### config.mk
export PLATFORM = sky130hd
export DESIGN_NAME = execute_stage_flat
export DESIGN_NICKNAME = d
export VERILOG_FILES = /design/src/rtl/y86_pkg.sv /design/src/rtl/execute_stage_if.sv /design/src/rtl/alu.sv /design/src/rtl/execute_stage_cond_eval.sv /design/src/rtl/execute_stage.sv /design/src/flat_wrapper.sv
export SDC_FILE = /design/constraint.sdc
export NUM_CORES = 1
export LEC_CHECK = 0
export ABC_AREA = 1
export ABC_CLOCK_PERIOD_IN_PS = 3700
export CELL_PAD_IN_SITES_DETAIL_PLACEMENT = 1
export CELL_PAD_IN_SITES_GLOBAL_PLACEMENT = 1
export CORE_ASPECT_RATIO = 0.5
export CORE_UTILIZATION = 32
export DETAILED_ROUTE_END_ITERATION = 6
export GPL_TIMING_DRIVEN = 0
export PLACE_DENSITY_LB_ADDON = 0.15
export SETUP_SLACK_MARGIN = 0.02
export SYNTH_ARGS = -nofsm -noshare
export SYNTH_HDL_FRONTEND = slang
export SYNTH_HIERARCHICAL = 1
export SYNTH_SLANG_ARGS = --single-unit
### constraint.sdc
create_clock -name clk -period 3.7 [get_ports clk]
set_clock_uncertainty 0.1 [all_clocks]
set_input_delay 0.74 -clock clk [delete_from_list [all_inputs] [get_ports clk]]
set_output_delay 0.74 -clock clk [all_outputs]
set_load 0.005 [all_outputs]
### src/rtl/y86_pkg.sv
// ============================================================================
// Module      : y86_pkg
// Description : Shared Y86-64 encodings for the execute stage: icodes, ALU
//               function codes, condition ifuns, stat codes, register "none"
//               and the condition-flag bundle.
// Revision    : 1.0 - initial release
// ============================================================================
`default_nettype none

package y86_pkg;

  // Instruction codes
  localparam logic [3:0] HALT   = 4'h0;
  localparam logic [3:0] NOP    = 4'h1;
  localparam logic [3:0] RRMOVQ = 4'h2;
  localparam logic [3:0] IRMOVQ = 4'h3;
  localparam logic [3:0] RMMOVQ = 4'h4;
  localparam logic [3:0] MRMOVQ = 4'h5;
  localparam logic [3:0] OPQ    = 4'h6;
  localparam logic [3:0] JXX    = 4'h7;
  localparam logic [3:0] CALL   = 4'h8;
  localparam logic [3:0] RET    = 4'h9;
  localparam logic [3:0] PUSHQ  = 4'hA;
  localparam logic [3:0] POPQ   = 4'hB;

  // ALU control codes
  localparam logic [1:0] ALU_ADD = 2'b00;
  localparam logic [1:0] ALU_SUB = 2'b01;
  localparam logic [1:0] ALU_AND = 2'b10;
  localparam logic [1:0] ALU_XOR = 2'b11;

  // Condition function codes for jXX / cmovXX
  localparam logic [3:0] C_YES = 4'h0;
  localparam logic [3:0] C_LE  = 4'h1;
  localparam logic [3:0] C_L   = 4'h2;
  localparam logic [3:0] C_E   = 4'h3;
  localparam logic [3:0] C_NE  = 4'h4;
  localparam logic [3:0] C_GE  = 4'h5;
  localparam logic [3:0] C_G   = 4'h6;

  // Pipeline status codes
  localparam logic [2:0] STAT_AOK = 3'd1;
  localparam logic [2:0] STAT_HLT = 3'd2;
  localparam logic [2:0] STAT_ADR = 3'd3;
  localparam logic [2:0] STAT_INS = 3'd4;

  // Register ID meaning "no register"
  localparam logic [3:0] RNONE = 4'hF;

  // Condition-code flag bundle
  typedef struct packed {
    logic zf;
    logic sf;
    logic of;
  } flags_t;

endpackage

`default_nettype wire

### src/rtl/execute_stage_if.sv
// ============================================================================
// Module      : execute_stage_if
// Description : E-register inputs, stage control, forwarding outputs and
//               M-register outputs of the execute stage. Optional perf
//               counter signals appear when EXEC_PERF_EN is defined.
// Revision    : 1.0 - initial release
// ============================================================================
`default_nettype none

interface execute_stage_if #(
  parameter int W      = 64,
  parameter int PERF_W = 32
);
  logic [2:0]   E_stat;
  logic [3:0]   E_icode;
  logic [3:0]   E_ifun;
  logic [W-1:0] E_valC;
  logic [W-1:0] E_valA;
  logic [W-1:0] E_valB;
  logic [3:0]   E_dstE;
  logic [3:0]   E_dstM;
  logic         m_exc;
  logic         W_exc;
  logic         M_stall;
  logic         M_bubble;

  logic [W-1:0] e_valE;
  logic [3:0]   e_dstE;
  logic         e_cnd;
  logic [2:0]   M_stat;
  logic [3:0]   M_icode;
  logic         M_cnd;
  logic [W-1:0] M_valE;
  logic [W-1:0] M_valA;
  logic [3:0]   M_dstE;
  logic [3:0]   M_dstM;
  logic         cc_zf;
  logic         cc_sf;
  logic         cc_of;
`ifdef EXEC_PERF_EN
  logic [PERF_W-1:0] perf_ops;
  logic [PERF_W-1:0] perf_bubbles;
`endif

  modport master (
    output E_stat, E_icode, E_ifun, E_valC, E_valA, E_valB, E_dstE, E_dstM,
           m_exc, W_exc, M_stall, M_bubble,
    input  e_valE, e_dstE, e_cnd, M_stat, M_icode, M_cnd, M_valE, M_valA,
           M_dstE, M_dstM, cc_zf, cc_sf, cc_of
`ifdef EXEC_PERF_EN
    , input perf_ops, perf_bubbles
`endif
  );

  modport slave (
    input  E_stat, E_icode, E_ifun, E_valC, E_valA, E_valB, E_dstE, E_dstM,
           m_exc, W_exc, M_stall, M_bubble,
    output e_valE, e_dstE, e_cnd, M_stat, M_icode, M_cnd, M_valE, M_valA,
           M_dstE, M_dstM, cc_zf, cc_sf, cc_of
`ifdef EXEC_PERF_EN
    , output perf_ops, perf_bubbles
`endif
  );

endinterface

`default_nettype wire

### src/rtl/alu.sv
// ============================================================================
// Module      : alu
// Description : Team 64-bit ALU. control 00 add, 01 sub (num1-num2),
//               10 and, 11 xor. Signed overflow reported for add/sub.
// Revision    : 1.0 - initial release
// ============================================================================
`default_nettype none

module alu #(
  parameter int W = 64
) (
  input  logic [W-1:0] num1,
  input  logic [W-1:0] num2,
  input  logic [1:0]   control,
  output logic [W-1:0] result,
  output logic         overflow
);
  import y86_pkg::*;

  // Arithmetic/logic result and signed overflow
  always_comb begin
    result   = '0;
    overflow = 1'b0;
    case (control)
      ALU_ADD: begin
        result   = num1 + num2;
        overflow = (num1[W-1] == num2[W-1]) && (result[W-1] != num1[W-1]);
      end
      ALU_SUB: begin
        result   = num1 - num2;
        overflow = (num1[W-1] != num2[W-1]) && (result[W-1] != num1[W-1]);
      end
      ALU_AND: result = num1 & num2;
      default: result = num1 ^ num2;
    endcase
  end

endmodule

`default_nettype wire

### src/rtl/execute_stage_cond_eval.sv
// ============================================================================
// Module      : cond_eval
// Description : Evaluates a jXX/cmovXX condition from the CC flags.
//               Unknown ifun values evaluate false.
// Revision    : 1.0 - initial release
// ============================================================================
`default_nettype none

module cond_eval (
  input  logic       zf,
  input  logic       sf,
  input  logic       of,
  input  logic [3:0] ifun,
  output logic       cnd
);
  import y86_pkg::*;

  // Decode condition from flags
  always_comb begin
    cnd = 1'b0;
    case (ifun)
      C_YES:   cnd = 1'b1;
      C_LE:    cnd = (sf ^ of) | zf;
      C_L:     cnd = sf ^ of;
      C_E:     cnd = zf;
      C_NE:    cnd = ~zf;
      C_GE:    cnd = ~(sf ^ of);
      C_G:     cnd = ~(sf ^ of) & ~zf;
      default: cnd = 1'b0;
    endcase
  end

endmodule

`default_nettype wire

### src/rtl/execute_stage.sv
// ============================================================================
// Module      : execute_stage
// Description : Y86-64 execute stage. Selects ALU operands and function,
//               holds the ZF/SF/OF condition codes, evaluates jXX/cmovXX
//               conditions and registers results into the E->M register.
//               Optional perf counters enabled by macro EXEC_PERF_EN.
// Revision    : 1.0 - initial release
// ============================================================================
`default_nettype none

module execute_stage #(
  parameter int W      = 64,
  parameter int PERF_W = 32
) (
  input  logic            clk,
  input  logic            rst,
  execute_stage_if.slave  bus
);
  import y86_pkg::*;

  logic [W-1:0] w_alu_a;
  logic [W-1:0] w_alu_b;
  logic [1:0]   w_alu_fun;
  logic [W-1:0] w_val_e;
  logic         w_alu_ovf_unused;
  flags_t       w_flags;
  logic         w_set_cc;
  logic         w_cond;
  logic         w_cnd;
  logic [3:0]   w_dst_e;
  flags_t       r_cc;

  logic [2:0]   r_m_stat;
  logic [3:0]   r_m_icode;
  logic         r_m_cnd;
  logic [W-1:0] r_m_val_e;
  logic [W-1:0] r_m_val_a;
  logic [3:0]   r_m_dst_e;
  logic [3:0]   r_m_dst_m;

  // Operand and function selection by instruction class
  always_comb begin
    w_alu_a = '0;
    w_alu_b = '0;
    case (bus.E_icode)
      RRMOVQ, OPQ:            w_alu_a = bus.E_valA;
      IRMOVQ, RMMOVQ, MRMOVQ: w_alu_a = bus.E_valC;
      CALL, PUSHQ:            w_alu_a = -W'(8);
      RET, POPQ:              w_alu_a = W'(8);
      default:                w_alu_a = '0;
    endcase
    case (bus.E_icode)
      RMMOVQ, MRMOVQ, OPQ, CALL, RET, PUSHQ, POPQ: w_alu_b = bus.E_valB;
      default:                                     w_alu_b = '0;
    endcase
    w_alu_fun = (bus.E_icode == OPQ) ? bus.E_ifun[1:0] : ALU_ADD;
  end

  // num1 = aluB, num2 = aluA so subtraction yields valB - valA
  alu #(.W(W)) u_alu (
    .num1     (w_alu_b),
    .num2     (w_alu_a),
    .control  (w_alu_fun),
    .result   (w_val_e),
    .overflow (w_alu_ovf_unused)
  );

  // Flags derived locally; the ALU's own overflow output is not trusted here
  always_comb begin
    w_flags.zf = (w_val_e == '0);
    w_flags.sf = w_val_e[W-1];
    case (w_alu_fun)
      ALU_ADD: w_flags.of = (w_alu_a[W-1] == w_alu_b[W-1]) && (w_val_e[W-1] != w_alu_b[W-1]);
      ALU_SUB: w_flags.of = (w_alu_a[W-1] != w_alu_b[W-1]) && (w_val_e[W-1] != w_alu_b[W-1]);
      default: w_flags.of = 1'b0;
    endcase
  end

  // CC only updates for a clean OPQ that will actually advance into M
  assign w_set_cc = (bus.E_icode == OPQ) && !bus.m_exc && !bus.W_exc &&
                    !bus.M_stall && !bus.M_bubble && (bus.E_stat == STAT_AOK);

  // Condition-code register
  always_ff @(posedge clk) begin
    if (rst) begin
      r_cc <= flags_t'(3'b100);
    end else if (w_set_cc) begin
      r_cc <= w_flags;
    end
  end

  // Condition uses the CC value held before this cycle's update
  cond_eval u_cond_eval (
    .zf   (r_cc.zf),
    .sf   (r_cc.sf),
    .of   (r_cc.of),
    .ifun (bus.E_ifun),
    .cnd  (w_cond)
  );

  assign w_cnd   = ((bus.E_icode == JXX) || (bus.E_icode == RRMOVQ)) ? w_cond : 1'b1;
  assign w_dst_e = ((bus.E_icode == RRMOVQ) && !w_cnd) ? RNONE : bus.E_dstE;

  // E->M pipeline register: reset > stall (hold) > bubble (NOP) > load
  always_ff @(posedge clk) begin
    if (rst || (!bus.M_stall && bus.M_bubble)) begin
      r_m_stat  <= STAT_AOK;
      r_m_icode <= NOP;
      r_m_cnd   <= 1'b0;
      r_m_val_e <= '0;
      r_m_val_a <= '0;
      r_m_dst_e <= RNONE;
      r_m_dst_m <= RNONE;
    end else if (!bus.M_stall) begin
      r_m_stat  <= bus.E_stat;
      r_m_icode <= bus.E_icode;
      r_m_cnd   <= w_cnd;
      r_m_val_e <= w_val_e;
      r_m_val_a <= bus.E_valA;
      r_m_dst_e <= w_dst_e;
      r_m_dst_m <= bus.E_dstM;
    end
  end

`ifdef EXEC_PERF_EN
  logic [PERF_W-1:0] r_perf_ops;
  logic [PERF_W-1:0] r_perf_bubbles;

  // Count advancing non-NOP instructions and bubbles loaded into M
  always_ff @(posedge clk) begin
    if (rst) begin
      r_perf_ops     <= '0;
      r_perf_bubbles <= '0;
    end else begin
      if (!bus.M_stall && !bus.M_bubble && (bus.E_icode != NOP)) begin
        r_perf_ops <= r_perf_ops + PERF_W'(1);
      end
      if (!bus.M_stall && bus.M_bubble) begin
        r_perf_bubbles <= r_perf_bubbles + PERF_W'(1);
      end
    end
  end

  assign bus.perf_ops     = r_perf_ops;
  assign bus.perf_bubbles = r_perf_bubbles;
`endif

  assign bus.e_valE  = w_val_e;
  assign bus.e_dstE  = w_dst_e;
  assign bus.e_cnd   = w_cnd;
  assign bus.M_stat  = r_m_stat;
  assign bus.M_icode = r_m_icode;
  assign bus.M_cnd   = r_m_cnd;
  assign bus.M_valE  = r_m_val_e;
  assign bus.M_valA  = r_m_val_a;
  assign bus.M_dstE  = r_m_dst_e;
  assign bus.M_dstM  = r_m_dst_m;
  assign bus.cc_zf   = r_cc.zf;
  assign bus.cc_sf   = r_cc.sf;
  assign bus.cc_of   = r_cc.of;

endmodule

`default_nettype wire

### src/flat_wrapper.sv
// flat-port wrapper written by rule: the top's interface ports become plain ports
module execute_stage_flat import y86_pkg::*;
#(
  parameter int W      = 64,
  parameter int PERF_W = 32
)
  (clk, rst, bus_E_stat, bus_E_icode, bus_E_ifun, bus_E_valC, bus_E_valA, bus_E_valB, bus_E_dstE, bus_E_dstM, bus_m_exc, bus_W_exc, bus_M_stall, bus_M_bubble, bus_e_valE, bus_e_dstE, bus_e_cnd, bus_M_stat, bus_M_icode, bus_M_cnd, bus_M_valE, bus_M_valA, bus_M_dstE, bus_M_dstM, bus_cc_zf, bus_cc_sf, bus_cc_of);
  execute_stage_if #(.W(W), .PERF_W(PERF_W)) bus_i ();
  input  logic clk;
  input  logic rst;
  input wire logic [$bits(bus_i.E_stat)-1:0] bus_E_stat;
  input wire logic [$bits(bus_i.E_icode)-1:0] bus_E_icode;
  input wire logic [$bits(bus_i.E_ifun)-1:0] bus_E_ifun;
  input wire logic [$bits(bus_i.E_valC)-1:0] bus_E_valC;
  input wire logic [$bits(bus_i.E_valA)-1:0] bus_E_valA;
  input wire logic [$bits(bus_i.E_valB)-1:0] bus_E_valB;
  input wire logic [$bits(bus_i.E_dstE)-1:0] bus_E_dstE;
  input wire logic [$bits(bus_i.E_dstM)-1:0] bus_E_dstM;
  input wire logic [$bits(bus_i.m_exc)-1:0] bus_m_exc;
  input wire logic [$bits(bus_i.W_exc)-1:0] bus_W_exc;
  input wire logic [$bits(bus_i.M_stall)-1:0] bus_M_stall;
  input wire logic [$bits(bus_i.M_bubble)-1:0] bus_M_bubble;
  output wire logic [$bits(bus_i.e_valE)-1:0] bus_e_valE;
  output wire logic [$bits(bus_i.e_dstE)-1:0] bus_e_dstE;
  output wire logic [$bits(bus_i.e_cnd)-1:0] bus_e_cnd;
  output wire logic [$bits(bus_i.M_stat)-1:0] bus_M_stat;
  output wire logic [$bits(bus_i.M_icode)-1:0] bus_M_icode;
  output wire logic [$bits(bus_i.M_cnd)-1:0] bus_M_cnd;
  output wire logic [$bits(bus_i.M_valE)-1:0] bus_M_valE;
  output wire logic [$bits(bus_i.M_valA)-1:0] bus_M_valA;
  output wire logic [$bits(bus_i.M_dstE)-1:0] bus_M_dstE;
  output wire logic [$bits(bus_i.M_dstM)-1:0] bus_M_dstM;
  output wire logic [$bits(bus_i.cc_zf)-1:0] bus_cc_zf;
  output wire logic [$bits(bus_i.cc_sf)-1:0] bus_cc_sf;
  output wire logic [$bits(bus_i.cc_of)-1:0] bus_cc_of;
  assign bus_i.E_stat = bus_E_stat;
  assign bus_i.E_icode = bus_E_icode;
  assign bus_i.E_ifun = bus_E_ifun;
  assign bus_i.E_valC = bus_E_valC;
  assign bus_i.E_valA = bus_E_valA;
  assign bus_i.E_valB = bus_E_valB;
  assign bus_i.E_dstE = bus_E_dstE;
  assign bus_i.E_dstM = bus_E_dstM;
  assign bus_i.m_exc = bus_m_exc;
  assign bus_i.W_exc = bus_W_exc;
  assign bus_i.M_stall = bus_M_stall;
  assign bus_i.M_bubble = bus_M_bubble;
  assign bus_e_valE = bus_i.e_valE;
  assign bus_e_dstE = bus_i.e_dstE;
  assign bus_e_cnd = bus_i.e_cnd;
  assign bus_M_stat = bus_i.M_stat;
  assign bus_M_icode = bus_i.M_icode;
  assign bus_M_cnd = bus_i.M_cnd;
  assign bus_M_valE = bus_i.M_valE;
  assign bus_M_valA = bus_i.M_valA;
  assign bus_M_dstE = bus_i.M_dstE;
  assign bus_M_dstM = bus_i.M_dstM;
  assign bus_cc_zf = bus_i.cc_zf;
  assign bus_cc_sf = bus_i.cc_sf;
  assign bus_cc_of = bus_i.cc_of;
  execute_stage #(.W(W), .PERF_W(PERF_W)) u_core (.clk(clk), .rst(rst), .bus(bus_i));
endmodule
==> summary.md, run 1 <==
| Metric | Value |
|---|---|
| Gr usage total | `0.772` |
| Num ports | `between 400 and 500` |
| Die width | `364 um` |
| Root Buffer | `clkbuf_16` |
| Dpl hpwl | `116000 um` |
| Inserted Clock Buffers | `17` |
| Hold bufs inserted after CTS | `0` |
| Largest net degree at the start of global routing | `17` |
| Gpl congestion | `approximately 1.0` |
| Post-Place Setup Slack | `-3400 ps` |
| Mapped Area | `20900 um^2` |
| Port bufs | `431` |
| WEP type | `output port` |
| Initial antenna violation count | `25` |
| H-tree depth | `4` |
| Clk buf depth | `2` |
| Tool error | `[ERROR GRT-0232] Routing congestion too high. Check the congestion heatmap in the GUI.` |
| Status | `did not finish` |
| Grt total ovfl | `1` |
| Halt Stage | `global routing` |
| Mean Syn Cell Area | `5.15 um^2` |
| GR repair worst EP | `bus_e_valE[36]` |
| Starting Density | `0.328` |
| Syn Inst Count | `4070` |
| Num rows | `between 60 and 70` |
| CTS Sinks | `147` |
| Synth warn | `6` |
| Mapped Nets | `4416` |
| Chip Height | `183 um` |
[per-stage QoR]
| stage | instance area [um^2] | cells | hold WS [ps] | TNS [ps] | util |
|---|---|---|---|---|---|
| floorplan | 21300 | 4070 | 353 | -175 | - |
| global placement | 26700 | 5372 | 347 | -256840 | 0.418 |
| detailed placement | 26700 | 5372 | 354 | -263240 | 0.418 |
| CTS | 37800 | 5810 | 363 | -52460 | 0.592 |
[layer usage]
| layer | GRT usage | GRT overflow |
|---|---|---|
| met2 | 0.913 | 1 |
| met5 | 0.519 | 0 |
| met1 | 0.773 | 0 |
| met3 | 0.651 | 0 |
| met4 | 0.730 | 0 |
[what timing repair did]
| action | CTS |
|---|---|
| cloned | 22 |
| buffers inserted | 389 |
| resized for setup | 2138 |
| pin swaps | 402 |
| setup endpoints to repair | 131 |
==> run 2: changes to the inputs <==
- ABC_CLOCK_PERIOD_IN_PS: 3700 -> 4800
- CELL_PAD_IN_SITES_DETAIL_PLACEMENT: 1 -> unset
- CELL_PAD_IN_SITES_GLOBAL_PLACEMENT: 1 -> unset
- CORE_ASPECT_RATIO: 0.5 -> unset
- CORE_UTILIZATION: 32 -> 25
- SETUP_SLACK_MARGIN: 0.02 -> unset
- clock period: 3.7 -> 4.8 ns (I/O delays scaled with it)
==> run 2 against run 1 <==
Net effect:
- the flow now finishes, with violations (negative setup slack)
- synthesized area unchanged
- synthesized cell count stayed put
==> summary.md, run 2 <==
| Metric | Value |
|---|---|
| CP Max Fanout | `8` |
| Final hold violations | `0` |
| Failing checks | `negative setup slack` |
| Share of layout cells above drive strength 1 | `0.365` |
| DRT iter0 DRCs | `2752` |
| Inserted Clock Buffers | `17 (unchanged)` |
| Gr usage total | `0.314` |
| DIE AREA | `around 85000 um^2` |
| CP endpoint kind | `output port` |
| Core area | `82500 um^2` |
| Final setup vio count | `64` |
| Clock Latency Late Sink | `450 ps` |
| Gpl congestion | `0.995 (-3.8%)` |
| Max frequency | `between 150 and 200 MHz` |
| CP required | `3740 ps` |
| Max_slew headroom | `0.373` |
| Core Util, Final | `0.459` |
| DR pass1 iterations | `6` |
| Hold bufs inserted after CTS | `0 (unchanged)` |
| Startpoint Class | `input port` |
| Num ports | `433 (unchanged)` |
| Setup Crit Path Kind | `in -> out` |
| Num rows | `105 (+62%)` |
| Mean Syn Cell Area | `5.15 um^2 (unchanged)` |
| Worst setup margin | `-382 ps` |
| Placed insts | `5571 (+3.7%)` |
| Root Buffer | `clkbuf_16` |
| Grt peak-use layer | `met2` |
| Synth warn | `6 (unchanged)` |
| ANT nets after route | `0` |
| CP arrival | `approximately 4100 ps` |
| Routing usage on met2 | `0.527` |
| H-tree depth | `4 (unchanged)` |
| Via/cell ratio | `5.03` |
| Syn Inst Count | `4070 (unchanged)` |
| Grt total ovfl | `0` |
| Fin. max-slew vios | `0` |
| Vias in the first global route | `28700` |
| Mapped Nets | `4416 (unchanged)` |
| Final wirelength | `141000 um` |
| Area growth syn-to-layout | `80.6%` |
| CTS tree | `built` |
| CTS Sinks | `147 (unchanged)` |
| Power Dens Cells | `217 nW/um^2` |
| Reported max-cap violation count | `0` |
| Initial antenna violation count | `20` |
| # nets final | `between 5000 and 6000` |
| Largest net degree at the start of global routing | `17` |
| Worst slew pin tran | `about 940 ps` |
| Die width | `291 um (-20%)` |
| Starting Density | `0.254 (-0.0742)` |
| Met3 Use GR | `0.0598` |
| Post-route clock period utilization | `1.08` |
| Vias | `around 30000` |
| Final min period | `5180 ps` |
| Most frequent cells in the layout | `nand2_1 (1131), inv_1 (668), clkdlybuf4s50_1 (366)` |
| Clk buf depth | `2 (unchanged)` |
| Hold WC Path Type | `reg -> reg` |
| Design Power | `8190 uW` |
| Unrepaired setup endpoints after global routing | `yes` |
| Chip Height | `291 um (+59%)` |
| Post-Place Setup Slack | `-2540 ps (+859 ps)` |
| Detailed-route wire length per cell | `23.2 um` |
| Status | `complete, but fails checks` |
| Met1 Resource Use GR | `0.395` |
| Final Hold Slack | `365 ps` |
| First-pass GRT wire length | `~190000 um` |
| Leak Pwr | `0.0188 uW` |
| Commonest non-fill, non-tap cell in the layout | `nand2_1` |
| Non-filler cells, final | `6047` |
| CTS clk-pin slew, worst paths | `60 ps` |
| Worst VDD drop | `0.254 mV` |
| Mapped Area | `20900 um^2 (unchanged)` |
| Port bufs | `431 (unchanged)` |
| Dpl hpwl | `111000 um (-4.3%)` |
| DRC Markers | `0` |
## run 2: worst max-delay path, stage by stage
cell and delay, ps:
buf_12 130, inv_6 70, nand2_4 60, o21ai_4 210, buf_12 150, inv_16 60, buf_12 160, nor2_4 160
ha_4 240, buf_8 150, nor2_4 100, inv_2 60, buf_6 110, nor2_4 120, buf_6 120, nand2_4 70
nor3_4 120, nand2_2 90, nand2_4 90, buf_8 150, nand2_2 60, nand2_1 60, nand2_1 40, nand3_1 60
nand4_1 240, buf_2 230
## run 2: final cells by class
type | count | area [um^2]
antenna | 8 | 20.0
buffer | 147 | 1500
clock buffer | 21 | 460
clock inverter | 11 | 153
fill | 8647 | 44700
inverter | 818 | 3200
multi-input combinational | 2951 | 19900
sequential | 147 | 2940
tap | 1070 | 1340
timing repair buffer | 873 | 8330
timing repair inverter | 1 | 11.3
## run 2: power by group
group          total, uW  internal [uW]  leakage (uW)  switching (uW)
Combinational       5410           2220        0.0173            3190
Sequential          1330           1290       0.00120            41.0
Clock               1450            848      0.000290             600
Total               8190           4360        0.0188            3840
## run 2: final timing paths
| kind | startpoint | endpoint | slack [ps] | depth (start not counted) |
|---|---|---|---|---|
| max | bus_E_icode[3] | bus_e_valE[46] | -380 | 26 |
| min | u_core/bus.M_valE[58] | u_core/bus.M_valE[58] | 360 | 2 |
| max reg2reg | u_core/bus.cc_sf | u_core/bus.M_cnd | 3100 | 12 |
| min reg2reg | u_core/bus.M_valE[58] | u_core/bus.M_valE[58] | 360 | 2 |
## run 2: routing by layer
metal,vias up,part of all wire
met5,-,0.0012
li1,14300,-
met2,1355,0.47
met4,24,0.043
met1,14400,0.41
met3,292,0.081
## run 2: per-stage QoR
stage | instance area [um^2] | TNS [ps]
after floorplan | 20900 | 0
after global placement | 26600 | -197700
after detailed placement | 26600 | -196970
after CTS | 35000 | -10130
after global routing | 37800 | -19640
final | 37800 | -14400
## run 2: timing repair
| item | CTS | global route |
|---|---|---|
| gates cloned | 23 | 6 |
| setup buffers | 277 | 145 |
| gates resized for setup | 1672 | 453 |
| endpoints found under the setup margin | 121 | 64 |
| pin swaps | 279 | 274 |
No activity file was read; power rests on OpenSTA's default activity.
==> run 3: changes to the inputs <==
- SLEW_MARGIN: unset -> 10
==> results of run 3 <==
No change in the layout: final DEF, timing and power equal those of run 2.
